--- src/rtl/complex_pkg.sv ---
// Shared encodings and width helpers for the sequential complex divider.
package complex_pkg;

  localparam logic [1:0] S_IDLE = 2'd0;
  localparam logic [1:0] S_MUL  = 2'd1;
  localparam logic [1:0] S_DIV  = 2'd2;
  localparam logic [1:0] S_DONE = 2'd3;

  // Dividend width: the 2W-bit numerator magnitude shifted left by FRAC.
  function automatic int nd_w(input int w, input int frac);
    return 2 * w + frac;
  endfunction

  function automatic int prod_w(input int w);
    return 2 * w + 1;
  endfunction

  function automatic int den_w(input int w);
    return 2 * w;
  endfunction

endpackage

--- src/rtl/complex_divider_udiv_seq.sv ---
// Unsigned restoring divider datapath: one quotient bit per step, MSB first.
module udiv_seq #(
  parameter int ND = 20,
  parameter int DW = 16
) (
  input  logic          clk,
  input  logic          load_i,
  input  logic          step_i,
  input  logic [ND-1:0] dividend_i,
  input  logic [DW-1:0] divisor_i,
  output logic [ND-1:0] quot_d_o
);

  // The quotient register doubles as the dividend shift register.
  logic [ND-1:0] quot_q, quot_d;
  logic [DW-1:0] rem_q, rem_d;
  logic [DW:0]   trial;

  always_comb begin
    quot_d = quot_q;
    rem_d  = rem_q;
    trial  = {rem_q, quot_q[ND-1]};
    if (load_i) begin
      quot_d = dividend_i;
      rem_d  = '0;
    end else if (step_i) begin
      if (trial >= {1'b0, divisor_i}) begin
        rem_d  = DW'(trial - {1'b0, divisor_i});
        quot_d = {quot_q[ND-2:0], 1'b1};
      end else begin
        rem_d  = trial[DW-1:0];
        quot_d = {quot_q[ND-2:0], 1'b0};
      end
    end
  end

  always_ff @(posedge clk) begin
    quot_q <= quot_d;
    rem_q  <= rem_d;
  end

  assign quot_d_o = quot_d;

endmodule

--- src/rtl/complex_divider.sv ---
// Sequential fixed-point complex divider: one multiply cycle, then ND restoring steps.
module complex_divider
  import complex_pkg::*;
#(
  parameter int W    = 8,
  parameter int FRAC = 4
) (
  input  logic                  clk,
  input  logic                  rst,
  input  logic                  start,
  input  logic signed [W-1:0]   areal,
  input  logic signed [W-1:0]   aimaginary,
  input  logic signed [W-1:0]   breal,
  input  logic signed [W-1:0]   bimaginary,
  output logic                  busy,
  output logic                  done,
  output logic                  div_by_zero,
  output logic signed [2*W-1:0] resultreal,
  output logic signed [2*W-1:0] resultimaginary
);

  localparam int ND = nd_w(W, FRAC);
  localparam int PW = prod_w(W);
  localparam int DW = den_w(W);
  localparam int CW = $clog2(ND);

  logic [1:0]          state_q, state_d;
  logic [CW-1:0]       cnt_q, cnt_d;
  logic                dbz_q, dbz_d;
  logic signed [DW-1:0] rr_q, rr_d, ri_q, ri_d;

  logic signed [W-1:0] ar_q, ai_q, br_q, bi_q;
  logic                sr_q, si_q;
  logic [DW-1:0]       den_q;

  logic signed [DW-1:0] p_rr, p_ii, p_ir, p_ri, bsq_r, bsq_i;
  logic signed [PW-1:0] nr, ni;
  logic                 nr_neg, ni_neg;
  logic [DW-1:0]        nr_mag, ni_mag, den;
  logic                 div_load, div_step;
  logic [ND-1:0]        qr_next, qi_next;
  logic signed [DW-1:0] qr_s, qi_s;

  // Multiply stage: conjugate products and |b|^2 from the captured operands
  assign p_rr   = ar_q * br_q;
  assign p_ii   = ai_q * bi_q;
  assign p_ir   = ai_q * br_q;
  assign p_ri   = ar_q * bi_q;
  assign bsq_r  = br_q * br_q;
  assign bsq_i  = bi_q * bi_q;
  assign nr     = PW'(p_rr) + PW'(p_ii);
  assign ni     = PW'(p_ir) - PW'(p_ri);
  assign den    = $unsigned(bsq_r) + $unsigned(bsq_i);
  assign nr_neg = nr[PW-1];
  assign ni_neg = ni[PW-1];
  assign nr_mag = DW'(nr_neg ? -nr : nr);
  assign ni_mag = DW'(ni_neg ? -ni : ni);

  assign div_load = (state_q == S_MUL) && (den != '0);
  assign div_step = (state_q == S_DIV);

  udiv_seq #(.ND(ND), .DW(DW)) u_div_re (
    .clk        (clk),
    .load_i     (div_load),
    .step_i     (div_step),
    .dividend_i (ND'(nr_mag) << FRAC),
    .divisor_i  (den_q),
    .quot_d_o   (qr_next)
  );

  udiv_seq #(.ND(ND), .DW(DW)) u_div_im (
    .clk        (clk),
    .load_i     (div_load),
    .step_i     (div_step),
    .dividend_i (ND'(ni_mag) << FRAC),
    .divisor_i  (den_q),
    .quot_d_o   (qi_next)
  );

  // Quotient magnitude always fits in 2W bits, so plain truncation is safe.
  assign qr_s = $signed(DW'(qr_next));
  assign qi_s = $signed(DW'(qi_next));

  always_comb begin
    state_d = state_q;
    cnt_d   = cnt_q;
    dbz_d   = dbz_q;
    rr_d    = rr_q;
    ri_d    = ri_q;
    case (state_q)
      S_IDLE: begin
        if (start) state_d = S_MUL;
      end
      S_MUL: begin
        if (den == '0) begin
          state_d = S_DONE;
          dbz_d   = 1'b1;
          rr_d    = '0;
          ri_d    = '0;
        end else begin
          state_d = S_DIV;
          cnt_d   = CW'(ND - 1);
        end
      end
      S_DIV: begin
        if (cnt_q == '0) begin
          state_d = S_DONE;
          dbz_d   = 1'b0;
          rr_d    = sr_q ? -qr_s : qr_s;
          ri_d    = si_q ? -qi_s : qi_s;
        end else begin
          cnt_d = cnt_q - 1'b1;
        end
      end
      S_DONE:  state_d = S_IDLE;
      default: state_d = S_IDLE;
    endcase
  end

  always_ff @(posedge clk or posedge rst) begin
    if (rst) begin
      state_q <= S_IDLE;
      cnt_q   <= '0;
      dbz_q   <= 1'b0;
      rr_q    <= '0;
      ri_q    <= '0;
    end else begin
      state_q <= state_d;
      cnt_q   <= cnt_d;
      dbz_q   <= dbz_d;
      rr_q    <= rr_d;
      ri_q    <= ri_d;
    end
  end

  // Operand capture and per-operation signs need no reset.
  always_ff @(posedge clk) begin
    if ((state_q == S_IDLE) && start) begin
      ar_q <= areal;
      ai_q <= aimaginary;
      br_q <= breal;
      bi_q <= bimaginary;
    end
    if (state_q == S_MUL) begin
      sr_q  <= nr_neg;
      si_q  <= ni_neg;
      den_q <= den;
    end
  end

  assign busy            = (state_q != S_IDLE);
  assign done            = (state_q == S_DONE);
  assign div_by_zero     = dbz_q;
  assign resultreal      = rr_q;
  assign resultimaginary = ri_q;

endmodule

--- config.mk ---
export PLATFORM = sky130hd
export DESIGN_NAME = complex_divider
export DESIGN_NICKNAME = d
export VERILOG_FILES = /design/src/rtl/complex_pkg.sv /design/src/rtl/complex_divider_udiv_seq.sv /design/src/rtl/complex_divider.sv
export SDC_FILE = /design/constraint.sdc
export NUM_CORES = 1
export LEC_CHECK = 0
export CAP_MARGIN = 40
export CORE_ASPECT_RATIO = 0.7
export CORE_MARGIN = 3
export CORE_UTILIZATION = 50
export DETAILED_ROUTE_END_ITERATION = 10
export PLACE_DENSITY = 0.68
export SYNTH_ARGS = -nofsm -noshare
export SYNTH_HDL_FRONTEND = slang
export SYNTH_SLANG_ARGS = --single-unit
export TNS_END_PERCENT = 10
--- constraint.sdc ---
create_clock -name clk -period 10 [get_ports clk]
set_clock_uncertainty 0.05 [all_clocks]
set_input_delay 2 -clock clk [delete_from_list [all_inputs] [get_ports clk]]
set_output_delay 2 -clock clk [all_outputs]
set_load 0.01 [all_outputs]
# Word-level counts from Yosys, hierarchy flattened
# Cells that the tools add are included.
totals:
  regBits: 162
  output_inout_bits: 35
classes:
  mul: 6
  muxes: 27
  addsub: 10
  n_reduce_logical: 12
  n_eq_ne: 8
  magnitude_cmp: 2
op_table:
  columns: ["cell", "n"]
  rows:
  - ["$mux 16", 9]
  - ["$mul 8x8->16", 6]
  - ["$mux 20", 4]
  - ["$neg 16->16", 4]
  - ["$pmux 16 s2", 2]
  - ["$ge 17x16->1", 2]
  - ["$sub 16x16->16", 2]
  - ["$add 16x16->17", 1]
  - ["$sub 16x16->17", 1]
  - ["$add 16x16->16", 1]
  - ["$logic_not 16->1", 1]
  - ["$reduce_bool 16->1", 1]
  - ["$mux 5", 2]
  - ["$pmux 5 s2", 1]
  - ["$pmux 2 s4", 1]
  - ["$ne 2x2->1 const B", 3]
  - ["$reduce_and 3->1", 2]
  - ["$reduce_bool 2->1", 3]
  - ["$logic_not 5->1", 1]
  - ["$mux 1", 5]
  - ["$sub 5x1->5 const B", 1]
  - ["$eq 2x2->1 const B", 2]
  - ["$mux 2", 2]
  - ["$ne 2x1->1 const B", 2]
  - ["other kinds (5)", 6]

# Depth between registers and ports, before layout
# Gate-level depths: netlist of the first run.
depth:
  ltp_word: 9
  ltp_mapped: 32
  mapped_depth_nobuf: 28

# Cells and area by module
# From an unflattened synthesis of the first run, not the netlist that was laid out.
hier_totals:
  hier_cells: 2702
  area_unflattened_um2: 25100.3
by_module_without_submodules:
  columns: ["module", "area_per_inst_um2", "cells_per_inst", "seq_area_each_um2", "n_inst"]
  rows:
  - ["complex_divider", 19985.4, 2082, 2502.4, 1]
  - ["udiv_seq", 2557.5, 310, 720.7, 2]

# Worst setup path after synthesis of the first run
# OpenSTA, ideal clock, no wires.
synth_timing:
  kind: "reg-to-reg"
  start: "register bi_q[7]"
  end: "register ri_q[14], in the netlist resultimaginary[14]"
  synth_period_minus_slack_ns: 8.321
  setup_time_ns: 0.121
  path_stages_with_launch: 32
  t_arrival_ns: 8.150
  path_slack_ns: 1.679
  cell_sequence: "edfxtp_1 clkbuf_1 clkbuf_1 nand2_1 fa_1 fa_1 inv_1 fa_1 fa_1 fa_1 inv_1 fa_1 inv_1 ha_1 nand3_1 o211a_1 a211oi_1 nor3_1 o21bai_1 o31a_1 buf_6 buf_2 clkbuf_1 clkbuf_1 clkbuf_1 a21oi_1 o21ai_1 ha_1 o211ai_1 o41ai_1 xnor2_1 a22o_1"
synth_via:
  elab_chain_len: 9
  elab_cells_between_ends: 16
synth_rtl:
  columns: ["item", "line_no", "text"]
  rows:
  - ["start: declaration", "complex_divider.sv:32", "logic signed [W-1:0] ar_q, ai_q, br_q, bi_q;"]
  - ["start signal: assignment", "complex_divider.sv:142", "bi_q <= bimaginary;"]
  - ["$mul 8x8->16 (on tied branches)", "complex_divider.sv:48, complex_divider.sv:50", null]
  - ["$sub 16x16->17 or $add 16x16->16 (tied branches)", "complex_divider.sv:52, complex_divider.sv:53", null]
  - ["$neg 16->16 or $reduce_bool 16->1 (tied branches)", "complex_divider.sv:57, complex_divider.sv:59", null]
  - ["$mux 16 or $logic_and 1x1->1 (tied branches)", "complex_divider.sv:57, complex_divider.sv:59", null]
  - ["$mux 20", "complex_divider_udiv_seq.sv:23", "if (load_i) begin"]
  - ["$neg 16->16", "complex_divider.sv:110", "ri_d = si_q ? -qi_s : qi_s;"]
  - ["$mux 16", "complex_divider.sv:110", null]
  - ["$mux 16", "complex_divider.sv:106", "if (cnt_q == '0) begin"]
  - ["$pmux 16 s2", "complex_divider.sv:90", "case (state_q)"]
  - ["end signal: assignment", "complex_divider.sv:132", "ri_q <= ri_d;"]
  - ["end: declaration", "complex_divider.sv:30", "logic signed [DW-1:0] rr_q, rr_d, ri_q, ri_d;"]
# Several ways; a longest one is shown, not always the timed one. The select of a mux whose other input is x is not followed.
# A chain may end at the register's enable or synchronous reset.

# Final worst setup path of the first run
layout_timing:
  start: "register bi_q[3]"
  end: "register ri_q[15], in the netlist resultimaginary[15]"
layout_via:
  elab_chain_len: 9
  elab_cells_between_ends: 16
layout_rtl:
  columns: ["item", "line_no", "text"]
  rows:
  - ["$mul 8x8->16 (*)", "complex_divider.sv:50", "assign bsq_i = bi_q * bi_q;"]
  - ["$add 16x16->16 (*)", "complex_divider.sv:53", "assign den = $unsigned(bsq_r) + $unsigned(bsq_i);"]
  - ["via den[12]", "complex_divider.sv:39", "logic [DW-1:0] nr_mag, ni_mag, den;"]
  - ["$reduce_bool 16->1", "complex_divider.sv:59", "assign div_load = (state_q == S_MUL) && (den != '0);"]
  - ["$logic_and 1x1->1", "complex_divider.sv:59", null]
  - ["$mux 20", "complex_divider_udiv_seq.sv:23", null]
  - ["$neg 16->16", "complex_divider.sv:110", null]
  - ["$mux 16", "complex_divider.sv:110", null]
  - ["$mux 16", "complex_divider.sv:106", null]
  - ["$pmux 16 s2", "complex_divider.sv:90", null]
# Mark *: on every way through the listed nets, which the timed path passes. The rest lies on a longest branch. The select of a mux whose other input is x is not followed.

==> summary.md, run 1 <==
The flow ran to the end, and the final reports show no timing, DRC or antenna violations. The synthesized-area fraction occupied by adder cells works out to 42.9%. TritonCTS built the clock tree.

The class of the worst hold path was reg2reg. Dividing the detail-routed via count by the number of cells gives 5.37. The longest clock path from root to sink contains 2 buffers. After detailed routing, the average wire length per cell comes to 17.6 µm. In the post-synthesis netlist, the biggest area contributors are sky130_fd_sc_hd__fa_1 (32%), sky130_fd_sc_hd__ha_1 (11%), sky130_fd_sc_hd__inv_1 (7.7%).

Setup repair after global routing left no endpoint under its margin. In this run the clock root is driven by a sky130_fd_sc_hd__clkbuf_16. The initial standard-cell utilization of the core was 50.9%; the global placement routability congestion was 0.910. The run gives 23.8% as the combined global-route utilization of all metal layers. The post-cts hold buffer count was 0; the proportion of register bits with asynchronous set or reset after synthesis was 24.7%. The logs give 0 for the max capacitance violation total and 0.47 ns for the clock insertion delay at the later pin of the skew report. The headroom to the max-slew limit came out at 34.4%.

Post-CTS repair changed the size of 0 cells. After synthesis, the largest family of logic cells by area is adder cells. The worst-case reg-to-reg path depth was 25.

The critical path's slowest cell was sky130_fd_sc_hd__edfxtp_1. For this run, the register share of the synthesized area comes to 16.4%. The run gives 0 ns as the aggregate negative setup slack. STA classifies the critical path startpoint as a flip-flop. Critical path class: reg2reg. The clock net in this run drives a total of 162 sinks.

For this run, the top clock speed supported by timing is 115 MHz. For this run, design rule violations remaining after detail routing come to 0. During I/O placement, the number of pins put on the boundary was 70. The detail route stage leaves a number of antenna-violating nets equal to 0. From left edge to right edge, the die measures 271 µm. The number of stages on the worst hold path is 1, and the number of distinct library cell variants in the gate-level netlist after synthesis is 76. The max-slew violation total from the final report is 0, and the initial antenna violation count is 0. TritonCTS created 17 clock buffers. The register area is 4020 µm².

Cells with a size suffix above 1 make up 3.43% of the layout. Summed over all instances, the cell type with the most area after synthesis is sky130_fd_sc_hd__fa_1. The count of standard-cell rows was 67. The run gives 4 as the number of H-tree branching levels. On the worst path, the slowest cell contributes a delay of 0.91 ns.

From bottom edge to top edge, the die measures 191 µm. The first global-routing pass estimated 98500 µm of wire. Register-to-register setup slack: 1.31 ns. The relative area change from synthesis to final layout is 8.45%. The most common cell after layout, fill and taps aside was sky130_fd_sc_hd__inv_1. The number of nets in the synthesized netlist is 3289. After global routing the overflow that remains totals 0. The worst flop-to-flop path startpoint is bi_q[3]$_DFFE_PP_. The area fraction in compound gates after synthesis came out at 10.7%. Setup violations remaining at the end of the flow were counted as 0. The final route contains 17900 vias.

The endpoint identified for the worst register-to-register timing path is resultimaginary[15]$_DFFE_PP0P_. The yosys synthesis warning count was 0. Data arrives at the worst endpoint at 8.99 ns.

The count of port buffers added during placement came out at 69. The multi-input combinational cells in the finished layout cover a total of 18300 µm². The area inside the core boundary came out at 48200 µm². The tools report the worst-case hold path end point as div_by_zero$_DFFE_PP0P_. The length of the first detailed-routing pass in iterations is 5, and the required time of the worst setup path is 10.30 ns. In this run the worst path has a maximum fanout of 24.

The transition time of the tightest slew-check pin was 0.984 ns. For the number of global-route vias before repair, the log shows 18800. Violation count after the first detailed-route iteration: 1131. The proportion of netlist area held by the largest area contributor came out at 32.4%.

The tools report the fill cell instance count of the final layout as 4210. The HPWL after detailed placement came out at 47000 µm. Routed wire length: 58800 µm. The number of antenna diodes in the final layout is 0.

Of the total synthesized cell area, the portion taken by AND, OR, NAND and NOR gates is 14.1%. In this run, synthesis inferred 58 flip-flops with an integrated enable. After the last flow step, the layout net total stands at 3308. Buffers added to address setup during post-CTS repair amount to 0.

The largest net degree at the start of global routing came out at 75. For the cell count after synthesis, the log shows 2650. The prevailing post-synth register cell is sky130_fd_sc_hd__dfxtp_1.

The total count of hold-check failures in the final report came out at 0. For the finished layout, the period the worst path requires is 8.69 ns. The top cell types in the final layout, fill and taps aside, are sky130_fd_sc_hd__inv_1 (504), sky130_fd_sc_hd__fa_1 (397), sky130_fd_sc_hd__nand2_1 (214).

Measured against the total synthesized area, the mux share comes to 1.37%. Type of element capturing the critical path: a flip-flop. Final cycle utilization of the critical path: 86.9%.

After synthesis the cells add up to 24600 µm². The synthesized area per cell was 9.27 µm²; the area of the die was 51900 µm². The fraction of synthesized cell area in xor and xnor cells came out at 5.30%. The clock transition at the registers of the reported paths is 0.07 ns. Flop and latch count out of synthesis: 162. The worst hold path begins at div_by_zero$_DFFE_PP0P_.
-- critical path, delay by kind of cell, from the launching register on --
kind,cells,cell delay (ns)
buf+inv,7,0.98
flops,1,0.91
fa+ha+maj,7,3.55
compound gates,7,2.15
simple gates,4,0.95
-- cells in the mapped netlist, types with 51 or more instances --
master	instances
sky130_fd_sc_hd__ha_1	207
sky130_fd_sc_hd__clkbuf_1	93
sky130_fd_sc_hd__nor2_1	144
sky130_fd_sc_hd__xor2_1	51
sky130_fd_sc_hd__o21ai_0	73
sky130_fd_sc_hd__and2_1	181
sky130_fd_sc_hd__a21oi_1	98
sky130_fd_sc_hd__dfxtp_1	64
sky130_fd_sc_hd__inv_1	504
sky130_fd_sc_hd__xnor2_1	95
sky130_fd_sc_hd__nand2_1	214
sky130_fd_sc_hd__edfxtp_1	58
sky130_fd_sc_hd__fa_1	397
-- worst max path at each step --
stage / from / endpoint / slack [ns] / cells after the start
5_1_grt: bi_q[3]$_DFFE_PP_ / resultreal[14]$_DFFE_PP0P_ / 0.90 / 25
3_3_place_gp: bi_q[0]$_DFFE_PP_ / u_div_re.quot_q[19]$_DFFE_PP_ / 1.61 / 24
2_1_floorplan: bi_q[7]$_DFFE_PP_ / resultimaginary[14]$_DFFE_PP0P_ / 1.68 / 31
6_report: bi_q[3]$_DFFE_PP_ / resultimaginary[15]$_DFFE_PP0P_ / 1.31 / 25
3_5_place_dp: bi_q[0]$_DFFE_PP_ / u_div_re.quot_q[19]$_DFFE_PP_ / 1.46 / 23
4_1_cts: bi_q[3]$_DFFE_PP_ / resultimaginary[15]$_DFFE_PP0P_ / 1.40 / 25
-- sequential cells by signal, indices dropped and copies added, names as in the netlist --
signal           count
ai_q                 8
ar_q                 8
bi_q                 8
br_q                 8
cnt_q                5
den_q               16
div_by_zero          1
resultimaginary     16
resultreal          16
si_q                 1
sr_q                 1
state_q              2
u_div_im.quot_q     20
u_div_im.rem_q      16
u_div_re.quot_q     20
u_div_re.rem_q      16
-- area by class of cell --
cell class,count,share of cell area (%)
clock buffers,19,1.71
clock inverters,13,0.611
inverters,506,7.13
multi-input cells,1882,68.6
flip-flops and latches,162,15.1
well taps,655,3.08
repair buffers,100,3.77
-- routing by layer --
metal | track usage, % | share of wire (%) | vias to the layer above
met5 | 0 | 0 | -
met4 | 5.16 | 1.5 | 0
met3 | 4.10 | 5.5 | 63
met2 | 37.9 | 45 | 420
met1 | 34.3 | 48 | 8994
li1 | - | - | 8445
-- kinds of logic (layout without fill, tap and decap cells) --
kind of cell	after synthesis	count (layout)
buffers and inverters	606	638
XOR/XNOR	147	147
multiplexers	33	33
flip-flops	162	162
AO/OA/AOI/OAI	399	399
adder cells (fa/ha/maj)	604	604
AND/OR/NAND/NOR	699	699
-- stage by stage --
step / util [%] / hold WS, ns / worst slack (ns) / std cells / instance area [µm²]
after floorplan: - / 0.396 / 1.68 / 2650 / 24600
after global placement: 53.7 / 0.405 / 1.61 / 3300 / 25900
after detailed placement: 54.0 / 0.425 / 1.46 / 3305 / 26000
after CTS: 55.3 / 0.436 / 1.40 / 3337 / 26600
after global routing: 55.3 / 0.456 / 0.896 / 3337 / 26600
final: 55.3 / 0.438 / 1.31 / 3337 / 26600
Power of run 1 is not shown: default switching activity piles up to over one toggle a cycle in this logic, so the estimate is an artifact.
==> run 2: changes to the inputs <==
--- a/config.mk
+++ b/config.mk
@@ -10,7 +10,8 @@
 export CORE_MARGIN = 3
 export CORE_UTILIZATION = 50
 export DETAILED_ROUTE_END_ITERATION = 10
-export PLACE_DENSITY = 0.68
+export DONT_BUFFER_PORTS = 1
+export PLACE_DENSITY = 0.66
 export SYNTH_ARGS = -nofsm -noshare
 export SYNTH_HDL_FRONTEND = slang
 export SYNTH_SLANG_ARGS = --single-unit
==> run 2 against run 1 <==
  * Critical path depth rose by 1
  * Register-to-register slack gained 0.03 ns
  * Routed wire length fell by 2.3%
  * Setup slack improved by 0.029 ns
  * First-iteration DRC count increased by 7.5%
  * Critical path type unchanged
  * Flip-flop and latch count stayed put
  * Cell area down 2.7%
  * Highest routed layer unchanged
  * Cell count is 2.0% lower
  * Non-clock buffer count decreased by 70
  * Via count is 1.6% lower
==> summary.md, run 2 (synthesized netlist as in run 1, its figures left out) <==
Counting along the longest clock path gives a buffer depth of 2. The number of H-tree branching levels is 4, and the violation count after the first detailed-route iteration is 1216. For this run, the top clock speed supported by timing is 115 MHz.

Entering global routing, the biggest net connects 79 pins. The endpoint arrival time on the critical path was 8.96 ns; the max capacitance violation total was 0. The net count of the finished layout is 3238. The total met2 wirelength after detailed routing was 25700 µm; the transition time of the tightest slew-check pin was 0.970 ns.

After clock tree synthesis, the repair step resized 0 gates. For the count of standard-cell rows, the log shows 67. Most common cell after layout, fill and taps aside: sky130_fd_sc_hd__inv_1. Global routing used 23.4% of the available tracks across all layers. In this run the post-CTS setup repair buffer count came out at 0. Once detail routing completed, the nets flagged for antenna violations numbered 0. The top routing layer in use was met4. The routed design uses 2900 µm of met3 wire.

The logs give 51900 µm² for the area of the die and 0 ns for the aggregate negative setup slack. The largest registers in the layout are u_div_im.quot_q: 20 flops, u_div_re.quot_q: 20 flops. The worst setup path is launched from a flip-flop.

The routed wire length was 57400 µm. The area growth from synthesis to layout is 5.52%. The routed wire length per instance is 17.6 µm, and the shortest clock period the worst path allows after layout is 8.66 ns.

Across all layers, the routed design uses 17600 vias. The worst pin sits at a relative slew slack of 35.3%. In this run the clock root is driven by a sky130_fd_sc_hd__clkbuf_16. At the later pin of the worst-skew pair, clock insertion delay measures 0.48 ns.

The initial utilization of the core area, before any placement, comes to 50.9%. The clock sink total is 162. After clock tree synthesis, the clock-pin slew on the worst setup and hold paths is 0.07 ns. The logs give 5 for the length of the first detailed-routing pass in iterations and 17 for the number of buffers added by the clock tree synthesis step. The global-route congestion overflow total was 0.

The count of port buffers added during placement was 0; the HPWL after detailed placement was 46500 µm. For this block, wires on met1 add up to 27800 µm. The flow ran to the end, and the final reports show no timing, DRC or antenna violations. The setup path with the least slack is of type reg2reg.

The die span in y was 191 µm. TritonCTS built the clock tree. The number of endpoints failing setup at the final stage was 0; the number of global-route vias before repair was 18600. In the final layout, the share of cells above drive strength 1 is 3.52%. The die is 271 µm wide. The final cycle utilization of the critical path was 86.6%. The logs give 96800 µm for the first-pass GRT wire length and 10.29 ns for the required time of the worst setup path. For the total count of hold-check failures in the final report, the log shows 0. For this run, design rule violations remaining after detail routing come to 0. Class of the worst hold path: reg2reg.

The post-cts hold buffer count was 0. For the top-level I/O count, the log shows 70. For the max-slew violation total from the final report, the log shows 0. In the routed layout, each cell is associated on average with a via count of 5.39. Setup repair after global routing left no endpoint under its margin. For the global placement routability congestion, the log shows 0.910.

After filler insertion, the fill cell instance count of the layout stands at 4296. In the layout the commonest cells are sky130_fd_sc_hd__inv_1 (504), sky130_fd_sc_hd__fa_1 (397), sky130_fd_sc_hd__nand2_1 (214). The tools report the type of element capturing the critical path as a flip-flop.

The highest net fanout along the worst path came out at 39. The initial antenna violation count is 2. The tools report the area inside the core boundary as 48200 µm².
-- run 2: cell types whose count changed in the layout (fill, tap and decap cells not counted), moves of 2 or more --
cell / before / now
sky130_fd_sc_hd__inv_6: 5 / 3
sky130_fd_sc_hd__diode_2: 0 / 2
sky130_fd_sc_hd__clkdlybuf4s50_1: 69 / 0
sky130_fd_sc_hd__inv_8: 1 / 3
-- run 2: final cells by class --
| class | count | area, µm² | area share [%] |
|---|---|---|---|
| clock inverters | 13 | 139 | 0.536 |
| flip-flops and latches | 162 | 4020 | 15.5 |
| well taps | 655 | 820 | 3.16 |
| inverters | 506 | 1900 | 7.33 |
| repair buffers | 30 | 293 | 1.13 |
| diodes | 2 | 5.00 | 0.0193 |
| clock buffers | 19 | 464 | 1.79 |
| multi-input cells | 1882 | 18300 | 70.5 |
-- run 2: final timing paths --
kind | startpoint | to | slack, ns | cells after the start
max | bi_q[3]$_DFFE_PP_ | resultreal[14]$_DFFE_PP0P_ | 1.34 | 26
min | u_div_im.rem_q[15]$_SDFFE_PN0P_ | u_div_im.rem_q[15]$_SDFFE_PN0P_ | 0.44 | 2
max reg2reg | bi_q[3]$_DFFE_PP_ | resultreal[14]$_DFFE_PP0P_ | 1.34 | 26
min reg2reg | u_div_im.rem_q[15]$_SDFFE_PN0P_ | u_div_im.rem_q[15]$_SDFFE_PN0P_ | 0.44 | 2
max in group asynchronous | rst | cnt_q[1]$_DFFE_PP0P_ | 8.05 | 2
min in group asynchronous | rst | resultimaginary[11]$_DFFE_PP0P_ | 1.50 | 2
-- run 2: stage by stage --
step	hold WS (ns)	instances	setup WS (ns)	util (%)	instance area (µm²)
after floorplan	0.396	2650	1.68	-	24600
after CTS	0.439	3267	1.34	53.8	25900
after global routing	0.456	3268	0.752	53.8	25900
after global placement	0.406	3230	1.44	52.3	25200
after detailed placement	0.428	3235	1.38	52.5	25300
final	0.437	3269	1.34	53.8	25900
-- run 2: critical path: stages (launching register included) --
cell,delay (ns)
sky130_fd_sc_hd__edfxtp_1,0.91
sky130_fd_sc_hd__inv_1,0.21
sky130_fd_sc_hd__nor2_1,0.23
sky130_fd_sc_hd__inv_1,0.09
sky130_fd_sc_hd__fa_1,0.65
sky130_fd_sc_hd__inv_1,0.12
sky130_fd_sc_hd__fa_1,0.49
sky130_fd_sc_hd__inv_1,0.05
sky130_fd_sc_hd__fa_1,0.46
sky130_fd_sc_hd__fa_1,0.52
sky130_fd_sc_hd__fa_1,0.44
sky130_fd_sc_hd__fa_1,0.51
sky130_fd_sc_hd__inv_1,0.05
sky130_fd_sc_hd__ha_1,0.36
sky130_fd_sc_hd__a21o_1,0.22
sky130_fd_sc_hd__a21o_1,0.18
sky130_fd_sc_hd__a21oi_1,0.12
sky130_fd_sc_hd__o21ai_1,0.10
sky130_fd_sc_hd__xnor2_1,0.54
sky130_fd_sc_hd__o31a_2,0.79
sky130_fd_sc_hd__buf_4,0.41
sky130_fd_sc_hd__nand2_1,0.11
sky130_fd_sc_hd__o32ai_2,0.17
sky130_fd_sc_hd__nand3b_1,0.17
sky130_fd_sc_hd__o31ai_1,0.31
sky130_fd_sc_hd__xor2_1,0.17
sky130_fd_sc_hd__o21ai_1,0.07
-- run 2: per-layer routing --
| metal | vias up | global-route usage, % |
|---|---|---|
| met2 | 377 | 37.0 |
| met3 | 65 | 3.94 |
| met4 | 0 | 5.80 |
| li1 | 8300 | - |
| met1 | 8890 | 33.7 |
| met5 | - | 0 |
Power of run 2 is left out for the same reason.
==> run 3: changes to the inputs <==
--- a/config.mk
+++ b/config.mk
@@ -9,6 +9,7 @@
 export CORE_ASPECT_RATIO = 0.7
 export CORE_MARGIN = 3
 export CORE_UTILIZATION = 50
+export CTS_CLUSTER_DIAMETER = 80
 export DETAILED_ROUTE_END_ITERATION = 10
 export DONT_BUFFER_PORTS = 1
 export PLACE_DENSITY = 0.66
==> results of run 3 <==
Same layout as run 2: the final DEF is identical, and so are final timing and power.
Power of run 3 is left out for the same reason.
